===== src/rtl/sram_pkg.sv =====
// Shared types and helpers for the weight SRAM: sequencer states, address sizing
// and the supported read-latency ceiling.
package sram_pkg;

   typedef enum logic [1:0] {
      IDLE  = 2'd0,
      BURST = 2'd1,
      DRAIN = 2'd2
   } burst_state_e;

   localparam int unsigned RD_LAT_MAX = 3;

   // A single-word memory still needs one address bit.
   function automatic int unsigned addr_w(input int unsigned depth);
      return (depth > 2) ? $clog2(depth) : 1;
   endfunction

endpackage


===== src/rtl/sram_rd_pipe.sv =====
// Read-data pipeline: RD_LAT stages of {valid, last, data}. The final stage drives
// the read strobe, the burst-done pulse and the held read data.
module sram_rd_pipe #(
   parameter int unsigned W      = 128,
   parameter int unsigned RD_LAT = 1
) (
   input  logic         clk,
   input  logic         rst,
   input  logic         valid_i,
   input  logic         last_i,
   input  logic         empty_done_i,
   input  logic [W-1:0] data_i,
   output logic         rvalid_o,
   output logic         done_o,
   output logic [W-1:0] rdata_o
);

   logic [RD_LAT-1:0] v_q, l_q;
   logic [RD_LAT-1:0] v_chain, l_chain;
   logic [W-1:0]      d_q     [RD_LAT];
   logic [W-1:0]      d_chain [RD_LAT];

   assign v_chain = (v_q << 1) | RD_LAT'(valid_i);
   assign l_chain = (l_q << 1) | RD_LAT'(valid_i & last_i);

   always_comb begin
      d_chain[0] = data_i;
      for (int unsigned i = 1; i < RD_LAT; i++) begin
         d_chain[i] = d_q[i-1];
      end
   end

   // An empty burst has no data word, so its done pulse enters at the output stage.
   always_ff @(posedge clk) begin
      if (rst) begin
         v_q <= '0;
         l_q <= '0;
         for (int unsigned i = 0; i < RD_LAT; i++) begin
            d_q[i] <= '0;
         end
      end else begin
         v_q <= v_chain;
         l_q <= l_chain | (RD_LAT'(empty_done_i) << (RD_LAT - 1));
         for (int unsigned i = 0; i < RD_LAT; i++) begin
            if (v_chain[i]) begin
               d_q[i] <= d_chain[i];
            end
         end
      end
   end

   assign rvalid_o = v_q[RD_LAT-1];
   assign done_o   = l_q[RD_LAT-1];
   assign rdata_o  = d_q[RD_LAT-1];

endmodule


===== src/rtl/sram_weight_stream.sv =====
// Weight SRAM with lane-masked writes, selectable read-during-write bypass and a
// burst sequencer that streams consecutive words to the systolic array.
module sram_weight_stream
   import sram_pkg::*;
#(
   parameter  int unsigned LANE_W = 16,
   parameter  int unsigned LANES  = 8,
   parameter  int unsigned DEPTH  = 16,
   parameter  int unsigned RD_LAT = 1,
   parameter  bit          BYPASS = 1'b0,
   localparam int unsigned W      = LANES * LANE_W,
   localparam int unsigned ADDR_W = addr_w(DEPTH),
   localparam int unsigned CNT_W  = ADDR_W + 1
) (
   input  logic              clk,
   input  logic              rst,
   input  logic              csb,
   input  logic              wsb,
   input  logic [LANES-1:0]  wmask,
   input  logic [W-1:0]      wdata,
   input  logic [ADDR_W-1:0] waddr,
   input  logic [ADDR_W-1:0] raddr,
   input  logic              burst_start,
   input  logic [ADDR_W-1:0] burst_base,
   input  logic [CNT_W-1:0]  burst_len,
   output logic [W-1:0]      rdata,
   output logic              rvalid,
   output logic              burst_busy,
   output logic              burst_done
);

   localparam int unsigned LAT = (RD_LAT < 1) ? 1 :
                                 (RD_LAT > RD_LAT_MAX) ? RD_LAT_MAX : RD_LAT;

   logic [W-1:0]      mem_q [DEPTH];
   burst_state_e      state_q, state_d;
   logic [ADDR_W-1:0] addr_q, addr_d;
   logic [CNT_W-1:0]  cnt_q, cnt_d;
   logic              busy_q;
   logic              burst_rd_c, burst_last_c, empty_done_c, pipe_done;
   logic              wr_en, rd_en, wr_in_range, rd_in_range;
   logic [ADDR_W-1:0] rd_addr;
   logic [W-1:0]      wr_old, wr_merged, rd_old, rd_word;

   assign wr_en       = ~csb & ~wsb;
   assign wr_in_range = 32'(waddr) < DEPTH;
   assign wr_old      = wr_in_range ? mem_q[waddr] : '0;

   always_comb begin
      wr_merged = wr_old;
      for (int unsigned l = 0; l < LANES; l++) begin
         if (wmask[l]) begin
            wr_merged[l*LANE_W +: LANE_W] = wdata[l*LANE_W +: LANE_W];
         end
      end
   end

   always_ff @(posedge clk) begin
      if (wr_en && wr_in_range) begin
         mem_q[waddr] <= wr_merged;
      end
   end

   // The sequencer owns the read port while busy; direct reads are dropped then.
   assign rd_en       = (~csb & ~busy_q) | burst_rd_c;
   assign rd_addr     = burst_rd_c ? addr_q : raddr;
   assign rd_in_range = 32'(rd_addr) < DEPTH;
   assign rd_old      = rd_in_range ? mem_q[rd_addr] : '0;
   assign rd_word     = (BYPASS && wr_en && wr_in_range && (waddr == rd_addr)) ?
                        wr_merged : rd_old;

   always_ff @(posedge clk) begin
      if (rst) begin
         state_q <= IDLE;
         addr_q  <= '0;
         cnt_q   <= '0;
         busy_q  <= 1'b0;
      end else begin
         state_q <= state_d;
         addr_q  <= addr_d;
         cnt_q   <= cnt_d;
         busy_q  <= (state_d != IDLE);
      end
   end

   always_comb begin
      state_d      = state_q;
      addr_d       = addr_q;
      cnt_d        = cnt_q;
      burst_rd_c   = 1'b0;
      burst_last_c = 1'b0;
      empty_done_c = 1'b0;
      case (state_q)
         IDLE: begin
            if (burst_start) begin
               if (burst_len != '0) begin
                  state_d = BURST;
                  addr_d  = burst_base;
                  cnt_d   = burst_len;
               end else begin
                  empty_done_c = 1'b1;
               end
            end
         end
         BURST: begin
            burst_rd_c = 1'b1;
            cnt_d      = cnt_q - CNT_W'(1);
            addr_d     = (32'(addr_q) >= DEPTH - 1) ? '0 : addr_q + ADDR_W'(1);
            if (cnt_q == CNT_W'(1)) begin
               burst_last_c = 1'b1;
               state_d      = DRAIN;
            end
         end
         DRAIN: begin
            if (pipe_done) begin
               state_d = IDLE;
            end
         end
         default: state_d = IDLE;
      endcase
   end

   sram_rd_pipe #(
      .W      (W),
      .RD_LAT (LAT)
   ) u_rd_pipe (
      .clk          (clk),
      .rst          (rst),
      .valid_i      (rd_en),
      .last_i       (burst_last_c),
      .empty_done_i (empty_done_c),
      .data_i       (rd_word),
      .rvalid_o     (rvalid),
      .done_o       (pipe_done),
      .rdata_o      (rdata)
   );

   assign burst_done = pipe_done;
   assign burst_busy = busy_q;

endmodule


===== config.mk =====
export PLATFORM = sky130hd
export DESIGN_NAME = sram_weight_stream
export DESIGN_NICKNAME = d
export VERILOG_FILES = /design/src/rtl/sram_pkg.sv /design/src/rtl/sram_rd_pipe.sv /design/src/rtl/sram_weight_stream.sv
export SDC_FILE = /design/constraint.sdc
export NUM_CORES = 2
export LEC_CHECK = 0
export CORE_ASPECT_RATIO = 0.5
export CORE_UTILIZATION = 60
export CTS_CLUSTER_SIZE = 24
export DETAILED_ROUTE_END_ITERATION = 8
export PLACE_DENSITY_LB_ADDON = 0.15
export SLEW_MARGIN = 20
export SYNTH_ARGS = -nofsm -noshare
export SYNTH_HDL_FRONTEND = slang
export SYNTH_SLANG_ARGS = --single-unit
export TNS_END_PERCENT = 30

===== constraint.sdc =====
create_clock -name clk -period 5.3 [get_ports clk]
set_input_delay 1.06 -clock clk [delete_from_list [all_inputs] [get_ports clk]]
set_output_delay 1.06 -clock clk [all_outputs]
set_load 0.005 [all_outputs]

---- Yosys cells after proc, flatten, opt, wreduce, memory -nomap -nowiden ----
Memory sizes are Yosys's and may differ from the RTL's.
Index checks and enable logic that the tools add are counted.
operators by class
  bitwise gates (word level) .............. 8
  add/subtract/negate cells ............... 2
  multiplexer cells ....................... 36
  reduce and logical (&&, ||, !) cells .... 14
  order comparisons ....................... 1
  equality and inequality tests ........... 13
operators by type and width
  kind                                                       count
  2-to-1 mux 128 bit                                         1
  2-to-1 mux 16 bit                                          8
  OR reduction 128 bit                                       1
  2-to-1 mux 4 bit                                           4
  AND reduction 2 bit                                        8
  2-to-1 mux 1 bit                                           14
  2-to-1 mux 5 bit                                           2
  one-hot mux 5 bit (2 select lines)                         1
  2-to-1 mux 2 bit                                           4
  inequality test 1 bit (second input constant)              8
  one-hot mux 4 bit (2 select lines)                         1
  one-hot mux 2 bit (3 select lines)                         1
  equality test 5 x 1 -> 1 bit (second input constant)       1
  nonzero test 5 bit                                         1
  subtractor 5 x 1 -> 5 bit (second input constant)          1
  adder 4 x 1 -> 4 bit (second input constant)               1
  greater-or-equal comparator 4 bit (second input constant)  1
  inequality test 2 bit (second input constant)              2
  nonzero test 2 bit                                         2
  bitwise AND 1 bit                                          3
  inverter 1 bit                                             3
  AND reduction 3 bit                                        1
  equality test 2 x 1 -> 1 bit (second input constant)       1
  equality test 2 bit (second input constant)                1
  2 further kinds                                            3
storage, ports and cells
  RAM bits ................................ 2176
  register bits after elaboration ......... 14
  memories ................................ 2
  word-level logic and storage cells ...... 82
memories
  memory         words  bits a word  read ports  clocked after memory_dff  write ports  line                      text
  mem_q          16     128          1           0                         1            sram_weight_stream.sv:35  logic [W-1:0] mem_q [DEPTH];
  u_rd_pipe.d_q  1      128          1           0                         1            sram_rd_pipe.sv:20        logic [W-1:0] d_q [RD_LAT];

---- Logic depth before layout (Yosys ltp) ----
  depth in word-level cells ............... 8
  mapped depth ............................ 11
  mapped depth without buffers ............ 6

---- By module ----
Synthesis repeated with hierarchy kept, for this count alone.
unflattened totals
  cell total of the unflattened synthesis .. 5478
  area, all modules ....................... 84706.2 um^2
by module, submodules not included
  module              area each (um^2)  cells each  times used
  sram_weight_stream  79910.4           5202        1
  sram_rd_pipe        4795.8            276         1

---- Worst setup path after synthesis ----
Ideal clock, no wire load.
  path type ............................... register to register
  start ................................... register state_q[0]
  end ..................................... memory u_rd_pipe.d_q[0][0] (enable)
  buffers on the path ..................... 4
  stages on the path, launching flop included .. 7
  data required time ...................... 4.806 ns
  arrival ................................. 4.133 ns
  library setup time ...................... 0.494 ns
  path slack .............................. 0.674 ns
  path through ............................ dfxtp_1 > nor2b_1 > buf_2 > buf_4 > buf_2 > clkbuf_1 > or3_1
on the way
  word-level cells in the longest chain between the ends .. 8
RTL lines
  item                                      line                      text
  from (decl)                               sram_weight_stream.sv:36  burst_state_e state_q, state_d;
  from (signal assigned)                    sram_weight_stream.sv:79  state_q <= state_d;
  equality test 2 x 1 -> 1 bit *            sram_weight_stream.sv:93  case (state_q)
  2-to-1 mux 1 bit *                        sram_weight_stream.sv:93
  bitwise OR 1 bit *                        sram_weight_stream.sv:65  assign rd_en = (~csb & ~busy_q) | burst_rd_c;
  2-to-1 mux 1 bit *                        sram_rd_pipe.sv:45        if (v_chain[i]) begin
  2-to-1 mux 1 bit *                        sram_rd_pipe.sv:35        if (rst) begin
  2-to-1 mux 1 bit (not written as such) *  sram_rd_pipe.sv:46        d_q[i] <= d_chain[i];
  OR reduction 128 bit (no line)            -
  2-to-1 mux 1 bit (no line) *              -
  to (decl)                                 sram_rd_pipe.sv:20
Every way passes the cells marked *; elsewhere a longest branch is shown, timed or not.

---- Worst setup path in the final report ----
  start ................................... register state_q[1]
  end ..................................... memory u_rd_pipe.d_q[0][92] (data pin)
on the way
  word-level cells in the longest chain between the ends .. 8
  elaborated cells on any way between the ends .. 10
  classes of those cells .................. eq/ne: 1; mux: 6; bitwise: 1; reduce/logical: 1; memory: 1
RTL lines
  item                                    line
  equality test 2 x 1 -> 1 bit *          sram_weight_stream.sv:93
  2-to-1 mux 1 bit *                      sram_weight_stream.sv:93
  bitwise OR 1 bit                        sram_weight_stream.sv:65
  2-to-1 mux 1 bit                        sram_rd_pipe.sv:45
  2-to-1 mux 1 bit                        sram_rd_pipe.sv:35
  2-to-1 mux 1 bit (not written as such)  sram_rd_pipe.sv:46
  OR reduction 128 bit (no line)          -
  2-to-1 mux 128 bit (no line) *          -
Marks and branches as above.

==> insert_results.sql <==
INSERT INTO impl_metrics (metric_group, metric, value, unit) VALUES
('status', 'outcome', 'complete, no violations', ''),
('final_layout', 'most-common-layout-cells', '2176 x edfxtp_1, 1152 x mux2i_1, 558 x nor2_1, 539 x nand2_1, 384 x a211oi_1', ''),
('drt', 'ant_nets', '0', ''),
('floorplan', 'floorplan.rows', '103', ''),
('floorplan', 'initial_utilization', '60.5', '%'),
('worst_setup_path', 'r2r_end', 'u_rd_pipe.d_q[0][92]', ''),
('timing', 'setup-violations-final', '0', ''),
('worst_setup_path', 'criticalPathCategory', 'flop to flop', ''),
('global_routing', 'first_pass_grt_wire_length', '380000', 'um'),
('floorplan', 'die_h', '284', 'um'),
('logic_synthesis', 'number_of_enable_type_register_cells_in_the_synthesized_netlist', '2176', ''),
('worst_setup_path', 'critical_path_peak_fanout', '57', ''),
('clock_network', 'cts_post_setup_buffers_inserted', '0', ''),
('global_routing', 'grt.total_usage', '31.6', '%'),
('hold_path', 'hold_path.class', 'flop to flop', ''),
('global_routing', 'first_global_vias', '59800', ''),
('global_routing', 'antenna_found_initial', '17', ''),
('clock_network', 'clk_pin_slew_worst_paths', '0.07', 'ns'),
('final_layout', 'filler_cell_count', '10600', ''),
('timing', 'post-route-period-util', '77.6', '%'),
('logic_synthesis', 'mappedNetlistNets', '6831', ''),
('hold_path', 'holdPathStages', '2', ''),
('clock_network', 'cts_num_sinks', '2190', ''),
('placed_design', 'port_buffers', '288', ''),
('floorplan', 'io_pins', '289', ''),
('logic_synthesis', 'synth_async_sr_flop_share', '0', '%'),
('clock_network', 'cts_inserted_buffers', '192', ''),
('worst_setup_path', 'worstPathArrival', '4.78', 'ns'),
('placed_design', 'dpl.hpwl', '148000', 'um'),
('clock_network', 'post_cts.resized_instances', '0', ''),
('worst_setup_path', 'worst_r2r_path_depth', '6', ''),
('clock_network', 'cts_tree', 'yes', ''),
('timing', 'timing_max_transition_violations_final', '0', ''),
('worst_setup_path', 'worst-endpoint-required', '5.96', 'ns'),
('floorplan', 'die_area', '161000', 'sq um'),
('final_layout', 'net_count_of_the_finished_layout', '7020', ''),
('power', 'vdd_drop_max', '0.000251', 'V'),
('worst_setup_path', 'r2r_setup_slack', '1.18', 'ns'),
('logic_synthesis', 'yosys_reg_bits', '2190', ''),
('drt', 'drt_pass1_iterations', '9', ''),
('clock_network', 'holdBufCountCts', '0', ''),
('drt', 'average_vias_per_placed_instance', '6.69', ''),
('logic_synthesis', 'synth.cell_area', '95600', 'sq um'),
('timing', 'finalHoldViolations', '0', ''),
('final_layout', 'postLayoutCoreUtil', '67.8', '%'),
('drt', 'detail_route.drc_violations', '0', ''),
('power', 'powerDensity', '355', 'nW/um^2'),
('timing', 'slew-limit-headroom', '17.1', '%'),
('worst_setup_path', 'setup.worst_path.start_class', 'flop', ''),
('placed_design', 'routabilityCongestion', '0.854', ''),
('global_routing', 'grt_max_degree', '170', ''),
('worst_setup_path', 'worst_r2r_startpoint', 'state_q[1]', ''),
('logic_synthesis', 'synth_cells', '6670', ''),
('timing', 'maximum_operating_frequency', '243', 'MHz'),
('drt', 'vias', '60900', ''),
('logic_synthesis', 'synth_ff_type', 'edfxtp_1', ''),
('final_layout', 'area.sequential', '65600', 'sq um'),
('worst_setup_path', 'crit_chain', 'nand2b_4 -> mux2_8 -> buf_4 -> o32ai_1 -> a2111oi_0 -> a41o_1', ''),
('timing', 'layout_min_cycle_time', '4.12', 'ns'),
('drt', 'total_routed_length', '259000', 'um'),
('clock_network', 'clock_insertion_delay_worst_skew', '0.82', 'ns'),
('global_routing', 'gr-total-overflow', '0', ''),
('floorplan', 'core_region_area', '158000', 'sq um'),
('final_layout', 'layout-drive-gt1-share', '8.49', '%'),
('timing', 'setup_total_negative_slack', '0', 'ns'),
('hold_path', 'hold_path_startpoint', 'cnt_q[0]', ''),
('logic_synthesis', 'synthesis.area_per_instance', '14.3', 'sq um'),
('final_layout', 'layout_commonest_cell', 'edfxtp_1', ''),
('worst_setup_path', 'critical_path.n_buffers_inverters', '1', ''),
('drt', 'detailedRoute.firstIterationViolations', '6399', ''),
('worst_setup_path', 'slowest_cell_on_crit_path', 'a2111oi_0', '');
## registers in the layout (all words and copies together) (netlist names)
register / count
u_rd_pipe.done_o: 1
state_q: 2
cnt_q: 5
u_rd_pipe.rvalid_o: 1
u_rd_pipe.d_q: 128
addr_q: 4
mem_q: 2048
burst_busy: 1
## per-stage QoR
stage	total power (W)	worst slack [ns]	instance area (sq um)	hold slack [ns]
final	0.0381	1.18	107000	0.555
after global placement	0.0246	0.958	101000	0.501
after global routing	0.0391	1.21	107000	0.586
after CTS	0.0381	1.32	107000	0.550
after detailed placement	0.0248	1.01	101000	0.534
after floorplan	0.0227	0.674	95600	0.480
## logic make-up after synthesis
| kind of cell | Yosys count | share of synthesized area (%) |
|---|---|---|
| buffers and inverters | 644 | 3.07 |
| and+or+nand+nor | 1618 | 7.10 |
| muxes | 1158 | 12.2 |
| adders and majority gates | 3 | 0.0393 |
| AOI/OAI and AO/OA | 1055 | 8.93 |
| DFF | 2190 | 68.7 |
| xor gates and xnor gates | 2 | 0.0183 |
## worst max path at each step
| stage | startpoint | slack, ns | cells after the start | end |
|---|---|---|---|---|
| after floorplan | state_q[0] | 0.67 | 6 | u_rd_pipe.d_q[0][0] |
| after global placement | raddr[2] | 0.96 | 6 | u_rd_pipe.d_q[0][102] |
| after detailed placement | raddr[2] | 1.01 | 7 | u_rd_pipe.d_q[0][88] |
| after CTS | state_q[1] | 1.32 | 6 | u_rd_pipe.d_q[0][92] |
| after global routing | state_q[1] | 1.21 | 6 | u_rd_pipe.d_q[0][89] |
| final | state_q[1] | 1.18 | 6 | u_rd_pipe.d_q[0][92] |
## routing by layer
layer	vias to the layer above	track usage [%]	part of all wire [%]
li1	26200	-	-
met1	30700	44.1	39
met2	3410	50.3	47
met3	569	5.65	10
met4	6	11.2	3.5
met5	-	0	0.015
## worst min-delay path, delay by kind of cell (launching register included)
| kind | cells | cell delay (ns) |
|---|---|---|
| compound gates | 1 | 0.07 |
| buf+inv | 1 | 0.10 |
| flops | 1 | 0.34 |
## where the power goes
part | leakage (nW) | switching [W] | internal [W] | total [W]
Combinational | 13.9 | 0.00306 | 0.00180 | 0.00486
Sequential | 20.0 | 0.000207 | 0.0194 | 0.0196
Clock | 2.88 | 0.00615 | 0.00743 | 0.0136
Total | 36.7 | 0.00941 | 0.0286 | 0.0381
## synthesized netlist by cell type, types with 2 or more instances
cell type     n  area, sq um
clkbuf_1    252          946
nor3b_1       2         15.0
edfxtp_1   2176        65300
a222oi_1      2         20.0
inv_1       132          495
a211oi_1    384         2880
a21oi_1     138          691
buf_4        30          225
dfxtp_1      14          280
a221oi_1      2         17.5
o32a_1      128         1280
nand2_1     543         2040
nand2b_1      6         37.5
a2111oi_0   128         1120
buf_8         8          120
nor2_1      661         2480
a21o_1        2         15.0
nor2b_1     133          832
a311oi_1      3         26.3
mux2i_1    1153        11500
buf_1        11         41.3
nand3_1     264         1320
o32ai_1     128         1120
a41o_1      128         1280
ha_1          3         37.5
o21ai_0       4         20.0
a31oi_1       4         25.0
mux2_4        3         45.0
buf_6         6         67.6
buf_2       203         1020
## cell type report
cell class / count / area share (%)
sequential: 2190 / 61.3
multi-input combinational: 3836 / 25.6
clock buffer: 236 / 4.79
timing repair buffer: 507 / 4.65
tap: 2100 / 2.45
clock inverter: 98 / 0.730
inverter: 132 / 0.463
antenna: 14 / 0.0327
No activity file was read; power rests on OpenSTA's default activity.
